<file path="config.mk">
export PLATFORM = sky130hd
export DESIGN_NAME = div_iter
export DESIGN_NICKNAME = d
export VERILOG_FILES = /design/src/rtl/div_pkg.sv /design/src/rtl/div_step.sv /design/src/rtl/div_iter.sv
export SDC_FILE = /design/constraint.sdc
export NUM_CORES = 1
export LEC_CHECK = 0
export BUFFER_PORTS_ARGS = -buffer_cell sky130_fd_sc_hd__buf_2
export CAP_MARGIN = 10
export CORE_UTILIZATION = 54
export DETAILED_ROUTE_END_ITERATION = 12
export PLACE_DENSITY = 0.77
export SYNTH_ARGS = -nofsm -noshare
export SYNTH_HDL_FRONTEND = slang
export SYNTH_SLANG_ARGS = --single-unit
</file>
<file path="constraint.sdc">
create_clock -name mul_clk -period 4.9 [get_ports mul_clk]
set_clock_uncertainty 0.2 [all_clocks]
set_input_delay 0.245 -clock mul_clk [delete_from_list [all_inputs] [get_ports mul_clk]]
set_output_delay 0.245 -clock mul_clk [all_outputs]
set_load 0.01 [all_outputs]
</file>
<file path="src/rtl/div_pkg.sv">
// Shared constants and state encoding for the iterative divider.
package div_pkg;

  localparam int unsigned DIV_WIDTH = 32;
  localparam int unsigned ITER_LAST = DIV_WIDTH - 1;
  localparam logic [31:0] DIVZERO_Q = 32'hFFFF_FFFF;

  typedef enum logic [1:0] {
    DIV_IDLE = 2'd0,
    DIV_BUSY = 2'd1,
    DIV_DONE = 2'd2
  } div_state_e;

endpackage

</file>
<file path="src/rtl/div_step.sv">
// One restoring-division iteration: shift in the next dividend bit, trial-subtract the divisor.
module div_step #(
  parameter int unsigned WIDTH = 32
) (
  input  logic [WIDTH:0]   rem_i,
  input  logic             dividend_msb_i,
  input  logic [WIDTH-1:0] divisor_i,
  output logic [WIDTH:0]   rem_o,
  output logic             q_bit_o
);

  logic [WIDTH+1:0] shifted;
  logic [WIDTH:0]   diff;

  // The remainder top bit is always 0 between steps; widening keeps the compare exact.
  assign shifted = {rem_i, dividend_msb_i};
  assign diff    = shifted[WIDTH:0] - {1'b0, divisor_i};

  always_comb begin
    q_bit_o = 1'b0;
    rem_o   = shifted[WIDTH:0];
    if (shifted >= {2'b00, divisor_i}) begin
      q_bit_o = 1'b1;
      rem_o   = diff;
    end
  end

endmodule

</file>
<file path="src/rtl/div_iter.sv">
// Iterative radix-2 restoring divider for DIV/DIVU, result = {remainder, quotient}.
// Define DIV_ZERO_FAST_EN to finish divide-by-zero in one cycle instead of a full pass.
module div_iter
  import div_pkg::*;
#(
  parameter int unsigned WIDTH = DIV_WIDTH
) (
  input  logic               mul_clk,
  input  logic               resetn,
  input  logic               div_i,
  input  logic               div_signed_i,
  input  logic [WIDTH-1:0]   x_i,
  input  logic [WIDTH-1:0]   y_i,
  output logic [2*WIDTH-1:0] result_o,
  output logic               complete_o
);

  localparam int unsigned     CntW    = $clog2(WIDTH);
  localparam logic [CntW-1:0] LastCnt = CntW'(ITER_LAST);
  localparam logic [WIDTH-1:0] DzQuot = WIDTH'(DIVZERO_Q);

  div_state_e       state_q;
  logic [CntW-1:0]  count_q;
  logic [WIDTH:0]   rem_q;
  logic [WIDTH-1:0] dvd_q;
  logic [WIDTH-1:0] dvs_q;
  logic             sign_q_q;
  logic             sign_r_q;
  logic             dz_q;

  logic             x_neg;
  logic             y_neg;
  logic [WIDTH-1:0] x_mag;
  logic [WIDTH-1:0] y_mag;
  logic [WIDTH:0]   rem_nxt;
  logic             q_bit;
  logic [WIDTH-1:0] quo_nxt;
  logic [WIDTH-1:0] rem_src;
  logic [WIDTH-1:0] quo_fix;
  logic [WIDTH-1:0] rem_fix;

  assign x_neg = div_signed_i & x_i[WIDTH-1];
  assign y_neg = div_signed_i & y_i[WIDTH-1];
  assign x_mag = x_neg ? -x_i : x_i;
  assign y_mag = y_neg ? -y_i : y_i;

  div_step #(
    .WIDTH(WIDTH)
  ) u_step (
    .rem_i          (rem_q),
    .dividend_msb_i (dvd_q[WIDTH-1]),
    .divisor_i      (dvs_q),
    .rem_o          (rem_nxt),
    .q_bit_o        (q_bit)
  );

  // Quotient bits shift into the vacated low end of the dividend register.
  assign quo_nxt = {dvd_q[WIDTH-2:0], q_bit};

`ifdef DIV_ZERO_FAST_EN
  // Fast path runs a single step, so |x| is still intact in the dividend register.
  assign rem_src = dz_q ? dvd_q : rem_nxt[WIDTH-1:0];
`else
  assign rem_src = rem_nxt[WIDTH-1:0];
`endif

  // Re-applying x's sign to |x| recovers x exactly for the divide-by-zero remainder.
  assign quo_fix = dz_q ? DzQuot : (sign_q_q ? -quo_nxt : quo_nxt);
  assign rem_fix = sign_r_q ? -rem_src : rem_src;

  always_ff @(posedge mul_clk) begin
    if (!resetn) begin
      state_q    <= DIV_IDLE;
      count_q    <= '0;
      rem_q      <= '0;
      dvd_q      <= '0;
      dvs_q      <= '0;
      sign_q_q   <= 1'b0;
      sign_r_q   <= 1'b0;
      dz_q       <= 1'b0;
      result_o   <= '0;
      complete_o <= 1'b0;
    end else begin
      complete_o <= 1'b0;
      unique case (state_q)
        DIV_IDLE: begin
          if (div_i) begin
            sign_q_q <= div_signed_i & (x_i[WIDTH-1] ^ y_i[WIDTH-1]);
            sign_r_q <= x_neg;
            dvd_q    <= x_mag;
            dvs_q    <= y_mag;
            rem_q    <= '0;
            dz_q     <= (y_i == '0);
            count_q  <= '0;
`ifdef DIV_ZERO_FAST_EN
            if (y_i == '0) begin
              count_q <= LastCnt;
            end
`endif
            state_q  <= DIV_BUSY;
          end
        end
        DIV_BUSY: begin
          if (!div_i) begin
            state_q <= DIV_IDLE;
          end else begin
            rem_q   <= rem_nxt;
            dvd_q   <= quo_nxt;
            count_q <= count_q + CntW'(1);
            if (count_q == LastCnt) begin
              result_o   <= {rem_fix, quo_fix};
              complete_o <= 1'b1;
              state_q    <= DIV_DONE;
            end
          end
        end
        DIV_DONE: begin
          state_q <= DIV_IDLE;
        end
        default: begin
          state_q <= DIV_IDLE;
        end
      endcase
    end
  end

endmodule
</file>
After elaboration in Yosys (flattened, before gate mapping)
Index checks and enable logic that the tools add are counted.

Register bits: 172. Bits of input ports: 68. Output and inout bits: 65. Logic and storage cells: 55.

Add/subtract/negate cells: 6. $lt $le $gt $ge: 1. Equality and inequality tests: 5. Multiplexer cells: 21. Bitwise operators: 4. Reductions and logical operators: 8.

Operator list (count): 32-bit 2-to-1 mux (7); 32-bit negation (4); 33-bit 2-to-1 mux (3); 33-bit one-hot mux with 2 select lines (1); 32-bit one-hot mux with 2 select lines (1); 34-bit by 32-bit >= comparator with 1-bit output (1); 33-bit by 32-bit subtractor with 33-bit output (1); 32-bit logical NOT (1); 5-bit 2-to-1 mux (2); 5-bit one-hot mux with 2 select lines (1); 3-bit AND reduction (3); 2-bit 2-to-1 mux (3); 5-bit by 1-bit adder with 5-bit output, second input constant (1); 5-bit == test, second input constant (1); 2-bit != test, second input constant (2); 2-bit one-hot mux with 2 select lines (1); 2-bit AND reduction (2); 1-bit AND (3); 3-bit != test, second input constant (1); 2-bit by 1-bit == test with 1-bit output, second input constant (1); 2-bit logical NOT (1); 1-bit 2-to-1 mux (2); 2-bit nonzero test (1); 1-bit bitwise XOR (1).

Logic depth before layout (Yosys ltp)
Gate-level depths: netlist (run 1).

Depth after elaboration: 5. Gate-level depth with buffers: 26. Mapped depth without buffers: 22.

Modules after synthesis
A second synthesis (run 1) with hierarchy kept.

Cell total of the unflattened synthesis: 1454. Area, all modules: 11050.6 µm².

By module, submodules not included: div_iter (times used 1, cells each 1108, area an instance 8859.7 µm²); div_step (times used 1, cells each 346, area an instance 2190.9 µm²).

Least setup slack after synthesis (run 1)
No wires, ideal clock.

Path type: reg-to-reg. From: register dvd_q[31]. To: register result_o[58]. Library setup time: 0.129 ns. Arrival time: 4.878 ns. Required time: 4.571 ns. Setup slack: -0.307 ns. Stages on the path, launching flop included: 25. Path through: dfxtp_1 > inv_1 > ha_1 > inv_1 > fa_1 > a21o_1 > a221o_1 > nand2_2 > a31oi_4 > or2_1 > buf_6 > clkbuf_8 > clkbuf_1 > buf_1 > mux2i_1 > ha_1 > nand2_1 > a21oi_1 > nand3_1 > nor4_2 > o21ai_2 > or3_4 > nor4_4 > mux2i_1 > a21oi_1.

Longest elaborated chain between the ends: 4.

Ends and longest elaborated chain: from (decl) (RTL line div_iter.sv:25) `logic [WIDTH-1:0] dvd_q;`; from (signal assigned) (RTL line div_iter.sv:90) `dvd_q <= x_mag;`; from (signal assigned) (RTL line div_iter.sv:108) `dvd_q <= quo_nxt;`; 33-bit by 32-bit subtractor with 33-bit output / 34-bit by 32-bit >= comparator with 1-bit output (equally long branches) (RTL line div_step.sv:17, div_step.sv:22); 33-bit 2-to-1 mux * (RTL line div_step.sv:22) `if (shifted >= {2'b00, divisor_i}) begin`; 32-bit negation (RTL line div_iter.sv:69) `assign rem_fix = sign_r_q ? -rem_src : rem_src;`; 32-bit 2-to-1 mux * (RTL line div_iter.sv:69); to (signal assigned) (RTL line div_iter.sv:111) `result_o <= {rem_fix, quo_fix};`; to (decl) (RTL line div_iter.sv:14) `output logic [2*WIDTH-1:0] result_o,`.

Mark *: on every way between the ends. The rest lies on a longest branch, timed or not. A chain may end at the register's enable or synchronous reset.

Final worst setup path (run 1)
From: register dvd_q[31]. To: register result_o[26].

Longest elaborated chain between the ends: 5.

Ends and longest elaborated chain: 34-bit by 32-bit >= comparator with 1-bit output (RTL line div_step.sv:22); 1-bit 2-to-1 mux (RTL line div_step.sv:22); 32-bit negation (RTL line div_iter.sv:68) `assign quo_fix = dz_q ? DzQuot : (sign_q_q ? -quo_nxt : quo_nxt);`; 32-bit 2-to-1 mux (2 in a row) (RTL line div_iter.sv:68).

No other way between the ends.

==> results.json, run 1 <==
{
  "core_um2": 21100,
  "totalWireLength_um": 35300,
  "synthTopCellsByArea": "dfxtp_1, a21oi_1, xnor2_1",
  "synth_top_family_by_area": "compound AO/OA/AOI/OAI gates",
  "met1Wirelength_um": 16000,
  "worst_skew_pair.late_latency_ps": 440,
  "cp.required_ps": 5010,
  "hold-path-cell-count": 3,
  "drive_gt1_frac": 0.140,
  "rsz0062_at_grt": "false",
  "min_period_ps": 4660,
  "path_max_fanout": 20,
  "num_vias": 12000,
  "fin_util": 0.634,
  "drv_slew": 0,
  "synth_commonest_cells": "dfxtp_1, a21oi_1, nor2_1",
  "grt_overflow": 0,
  "synth-simple-area-share": 0.215,
  "die_h_um": 149,
  "yosysMostFrequentCell": "dfxtp_1",
  "arrival_ps": 4780,
  "grt_pass1_vias": 10800,
  "worstMarginPinSlew_ps": 1250,
  "clockRootBuffer": "clkbuf_16",
  "cts_tree": "built",
  "drc": 0,
  "cp_slowest_cell": "xnor2_1",
  "post-cts-setup-buffers": 0,
  "peakVddDrop_uv": 242,
  "p_leak_nw": 5.34,
  "r2r-end": "result_o[26]",
  "synth_edf_count": 0,
  "finalHoldViolations": 1,
  "dpl.hpwl_um": 25800,
  "cts_sinks": 172,
  "synth_area_um2": 11700,
  "ios": 133,
  "finalSetupTns_ps": 0,
  "drt_first_pass_iters": 5,
  "grt_pass1_wl_um": 56100,
  "synth_mux_area_frac": 0.0200,
  "r2r_setup_slack_ps": 240,
  "highest_layer": "met4",
  "clk_pin_slew_ps": 70,
  "wl_met2_um": 15600,
  "synth_fa_ha_area_frac": 0.0425,
  "ys_ff_latch": 172,
  "cp_cell_sequence": "inv_1 -> ha_1 -> inv_1 -> fa_2 -> a21o_1 -> a221o_1 -> nand2_2 -> a31oi_4 -> or2_2 -> buf_4 -> inv_4 -> ha_1 -> nand4_1 -> o31ai_1 -> buf_4 -> nand3_1 -> xnor2_1 -> a21oi_1",
  "synth_top_area_share": 0.295,
  "r2r_start": "dvd_q[31]",
  "crit_buf_inv": 5,
  "hold_path_class": "in -> reg",
  "holdPathEnd": "dvs_q[0]",
  "place.gp.congestion": 0.961,
  "cts_buffers": 17,
  "synth_top_cell_by_area": "dfxtp_1",
  "htreeDepth": 4,
  "slowest_delay_ps": 470,
  "async_flop_share": 0,
  "run_status": "complete, but fails checks",
  "critPathKind": "reg -> reg",
  "area_growth_syn_to_layout_pct": 14.7,
  "final-setup-viol-count": 0,
  "die_area_um2": 22200,
  "wire_per_inst_um": 18.2,
  "synth_xor_area_frac": 0.0946,
  "synthFlopType": "dfxtp_1",
  "fmax_ghz": 0.214,
  "insertedDiodeCount": 0,
  "violations": "hold timing",
  "ys_seq_area_frac": 0.295,
  "met3_wirelength_um": 2580,
  "clk_path_buf_depth": 2,
  "rr_worst_depth": 18,
  "fp-row-count": 53,
  "initial_core_util": 0.553,
  "max_slew_margin": 0.165,
  "worst_setup_path_start_kind": "flop",
  "yosysWarnings": 0,
  "synth_cells": 1537,
  "fin_crit_sh": 0.952,
  "ant_nets": 0,
  "track_usage": 0.320,
  "cp_top_family": "compound AO/OA/AOI/OAI gates",
  "drt_iter0_drc": 1024,
  "via_per_inst": 6.16,
  "power_density_nw_per_um2": 331,
  "whs_ps": -5.75,
  "antenna_found_initial": 0,
  "grt_max_degree": 64,
  "postSynthAreaPerCell_um2": 7.59,
  "nets": 1762,
  "cap_viol_max_count": 0,
  "crit_path_end_kind": "flop",
  "synth_compound_area_frac": 0.263,
  "chipWidth_um": 149,
  "synth_nets": 1644,
  "io_buffers": 132,
  "min_from": "y_i[0]",
  "synth.distinct_cells": 88
}
==> what timing repair did <==
action,in CTS,in global routing
endpoints found under the hold margin,30,0
hold buffers,30,0
endpoints found under the setup margin,0,6
gates resized for setup,0,2
==> worst max-delay path by stage <==
stage | from | to | slack, ps | depth (start not counted)
floorplan | dvd_q[31] | result_o[58] | 7 | 24
global placement | dvd_q[31] | result_o[56] | 310 | 21
detailed placement | dvd_q[31] | result_o[56] | 180 | 21
CTS | dvd_q[31] | result_o[56] | 160 | 21
global route | dvd_q[31] | result_o[56] | 20 | 23
finish | dvd_q[31] | result_o[26] | 240 | 18
==> placed cells by master (no fill, tap or decap), drive strengths merged, types with 22 or more instances in the layout <==
| master | instances |
|---|---|
| o21ai | 107 |
| ha | 38 |
| o22ai | 33 |
| dfxtp | 172 |
| xnor2 | 83 |
| xor2 | 43 |
| nand2 | 115 |
| inv | 92 |
| o31ai | 22 |
| nand3 | 39 |
| nor2 | 162 |
| nor3 | 47 |
| buf | 171 |
| a21oi | 162 |
| dlygate4sd3 | 30 |
| or3 | 22 |
| nand4 | 25 |
| a221oi | 35 |
==> report_power, final <==
part	internal (mW)	switching (mW)	total [mW]	leakage [nW]
combinational	0.602	0.990	1.59	3.65
sequential	1.44	0.0413	1.49	1.40
clock	0.692	0.659	1.35	0.285
total	2.74	1.69	4.43	5.34
==> final cells by class <==
| cell class | count | area [µm²] |
|---|---|---|
| Fill cell | 1917 | 7710 |
| Multi-Input combinational cell | 1180 | 7450 |
| Clock inverter | 14 | 138 |
| Sequential cell | 172 | 3440 |
| Timing Repair Buffer | 201 | 1250 |
| Tap cell | 275 | 344 |
| Clock buffer | 18 | 439 |
| Inverter | 83 | 314 |
==> logic make-up (layout without fill, tap and decap cells) <==
family                   Yosys count  count (layout)
AND/OR/NAND/NOR                  507             507
AO/OA/AOI/OAI                    485             485
buffers and inverters            185             316
flip-flops                       172             172
XOR/XNOR                         126             126
adder cells (fa/ha/maj)           39              39
multiplexers                      23              23
==> layer usage <==
metal / track usage / vias to the layer above
li1: - / 5827
met1: 0.451 / 5605
met2: 0.486 / 477
met3: 0.0477 / 61
met4: 0.133 / 0
met5: 0 / -
==> sequential cells by signal (all words and copies together), names as in the netlist <==
register	cells
complete_o	1
dvs_q	32
rem_q	33
sign_r_q	1
count_q	5
dvd_q	32
result_o	64
state_q	2
dz_q	1
sign_q_q	1
==> stage by stage <==
step	std cells	area [µm²]	hold slack [ps]	power [mW]	worst slack [ps]
floorplan	1537	11700	197	2.62	7.44
global placement	1881	12500	237	3.02	306
detailed placement	1881	12500	241	3.04	176
CTS	1943	13400	7.74	4.40	156
global route	1943	13400	32.3	4.64	19.0
finish	1943	13400	-5.75	4.43	235
==> worst reg2reg max path, cell delays in order (launching register included) <==
cell     delay (ps)
dfxtp_1         330
inv_1            70
ha_1            160
inv_1            60
fa_2            350
a21o_1          230
a221o_1         380
nand2_2         120
a31oi_4          90
or2_2           380
buf_4           240
inv_4           230
ha_1            320
nand4_1         240
o31ai_1         270
buf_4           180
nand3_1          90
xnor2_1         470
a21oi_1         130
Note: power is estimated with default switching activity, not from simulation.
==> run 2: changes to the inputs <==
--- a/config.mk
+++ b/config.mk
@@ -9,6 +9,7 @@
 export CAP_MARGIN = 10
 export CORE_UTILIZATION = 54
 export DETAILED_ROUTE_END_ITERATION = 12
+export HOLD_SLACK_MARGIN = 0.05
 export PLACE_DENSITY = 0.77
 export SYNTH_ARGS = -nofsm -noshare
 export SYNTH_HDL_FRONTEND = slang
==> results.json, run 2 (synthesis results as in run 1) <==
{
  "clk_pin_slew_ps": 70,
  "nets": 1764,
  "p_leak_nw": 5.34,
  "htreeDepth": 4,
  "fp-row-count": 53,
  "reg.largest.list": "result_o x64, rem_q x33",
  "min_period_ps": 4630,
  "num_vias": 12000,
  "core_um2": 21100,
  "via_per_inst": 6.18,
  "crit_start": "dvd_q[31]",
  "power_density_nw_per_um2": 331,
  "run_status": "finished clean",
  "ios": 133,
  "cts_buffers": 17,
  "chipWidth_um": 149,
  "insertedDiodeCount": 0,
  "area_growth_syn_to_layout_pct": 14.9,
  "worst_setup_path_start_kind": "flop",
  "grt_overflow": 0,
  "io_buffers": 132,
  "critPathKind": "reg -> reg",
  "crit_path_end_kind": "flop",
  "grt_pass1_vias": 10800,
  "drv_slew": 0,
  "drive_gt1_frac": 0.140,
  "die_area_um2": 22200,
  "cts_tree": "built",
  "drt_first_pass_iters": 5,
  "initial_core_util": 0.553,
  "fin_util": 0.635,
  "fmax_ghz": 0.216,
  "grt_max_degree": 64,
  "cts_sinks": 172,
  "peakVddDrop_uv": 243,
  "antenna_found_initial": 0,
  "track_usage": 0.320,
  "dpl.hpwl_um": 25800,
  "whs_ps": 62.4,
  "r2r_start": "dvd_q[31]",
  "final-setup-viol-count": 0,
  "total_power_mw": 4.43,
  "path_max_fanout": 20,
  "clockRootBuffer": "clkbuf_16",
  "grt_pass1_wl_um": 56200,
  "drt_iter0_drc": 1056,
  "layout_commonest_cell": "dfxtp_1",
  "drc": 0,
  "min_from": "div_signed_i",
  "cap_viol_max_count": 0,
  "ant_nets": 0,
  "finalSetupTns_ps": 0,
  "cp.required_ps": 5010,
  "totalWireLength_um": 35400,
  "arrival_ps": 4750,
  "fin_crit_sh": 0.945,
  "worst_skew_pair.late_latency_ps": 440,
  "wire_per_inst_um": 18.2,
  "final_cell_mix": "dfxtp_1, nor2_1, a21oi_1, buf_2, nand2_1",
  "regMostFlops": "result_o",
  "die_h_um": 149,
  "clk_path_buf_depth": 2,
  "largest_reg_flops": 64,
  "max_slew_margin": 0.167,
  "hold_path_class": "in -> reg",
  "worstMarginPinSlew_ps": 1250,
  "rsz0062_at_grt": "false",
  "finalHoldViolations": 0,
  "place.gp.congestion": 0.961
}
run 2: cell count changes in the layout (fill, tap and decap cells not counted), sizes merged:
| cell | before | now |
|---|---|---|
| dlygate4sd3 | 30 | 32 |
run 2: layer usage:
| layer | share of wire | GRT usage | up-vias | routed length [µm] |
|---|---|---|---|---|
| met4 | 0.034 | 0.133 | 0 | 1190 |
| met2 | 0.44 | 0.486 | 466 | 15600 |
| met1 | 0.46 | 0.451 | 5674 | 16200 |
| met5 | 0 | 0 | - | 0 |
| li1 | - | - | 5819 | - |
| met3 | 0.069 | 0.0477 | 63 | 2430 |
run 2: report_power, final:
group | switching [mW] | total (mW) | internal, mW
combinational | 0.990 | 1.59 | 0.603
sequential | 0.0412 | 1.49 | 1.44
clock | 0.662 | 1.35 | 0.692
run 2: what timing repair did:
| action | CTS | global route |
|---|---|---|
| endpoints found under the setup margin | 0 | 6 |
| gates resized for setup | 0 | 2 |
| hold buffers | 32 | 0 |
| hold endpoints to repair | 32 | 0 |
| setup buffers | 0 | 0 |
run 2: critical path: stages, from the launching register on:
cell,delay (ps)
dfxtp_1,330
inv_1,70
ha_1,150
inv_1,60
fa_2,350
a21o_1,230
a221o_1,380
nand2_2,120
a31oi_4,90
or2_2,380
buf_4,250
inv_4,240
ha_1,320
nand4_1,220
o31ai_1,260
buf_4,180
nand3_1,80
xnor2_1,450
a21oi_1,130
run 2: per-stage QoR:
stage / instance area, µm² / instances / setup WS, ps
after detailed placement: 12500 / 1881 / 176
final: 13400 / 1945 / 268
after global routing: 13400 / 1945 / 19.0
after CTS: 13400 / 1945 / 156
after floorplan: 11700 / 1537 / 7.44
after global placement: 12500 / 1881 / 306
run 2: final cells by class:
class                      count  area [µm²]
timing repair buffer         203        1270
tap                          275         344
multi-input combinational   1180        7450
inverter                      83         314
sequential                   172        3440
clock inverter                14         138
fill                        1915        7690
clock buffer                  18         439
run 2: path summary, 6_finish.rpt:
kind | to | slack (ps) | depth (start not counted)
setup reg to reg | result_o[26] | 270 | 18
setup / recovery | result_o[26] | 270 | 18
hold reg to reg | result_o[42] | 260 | 2
hold / removal | sign_q_q | 60 | 2
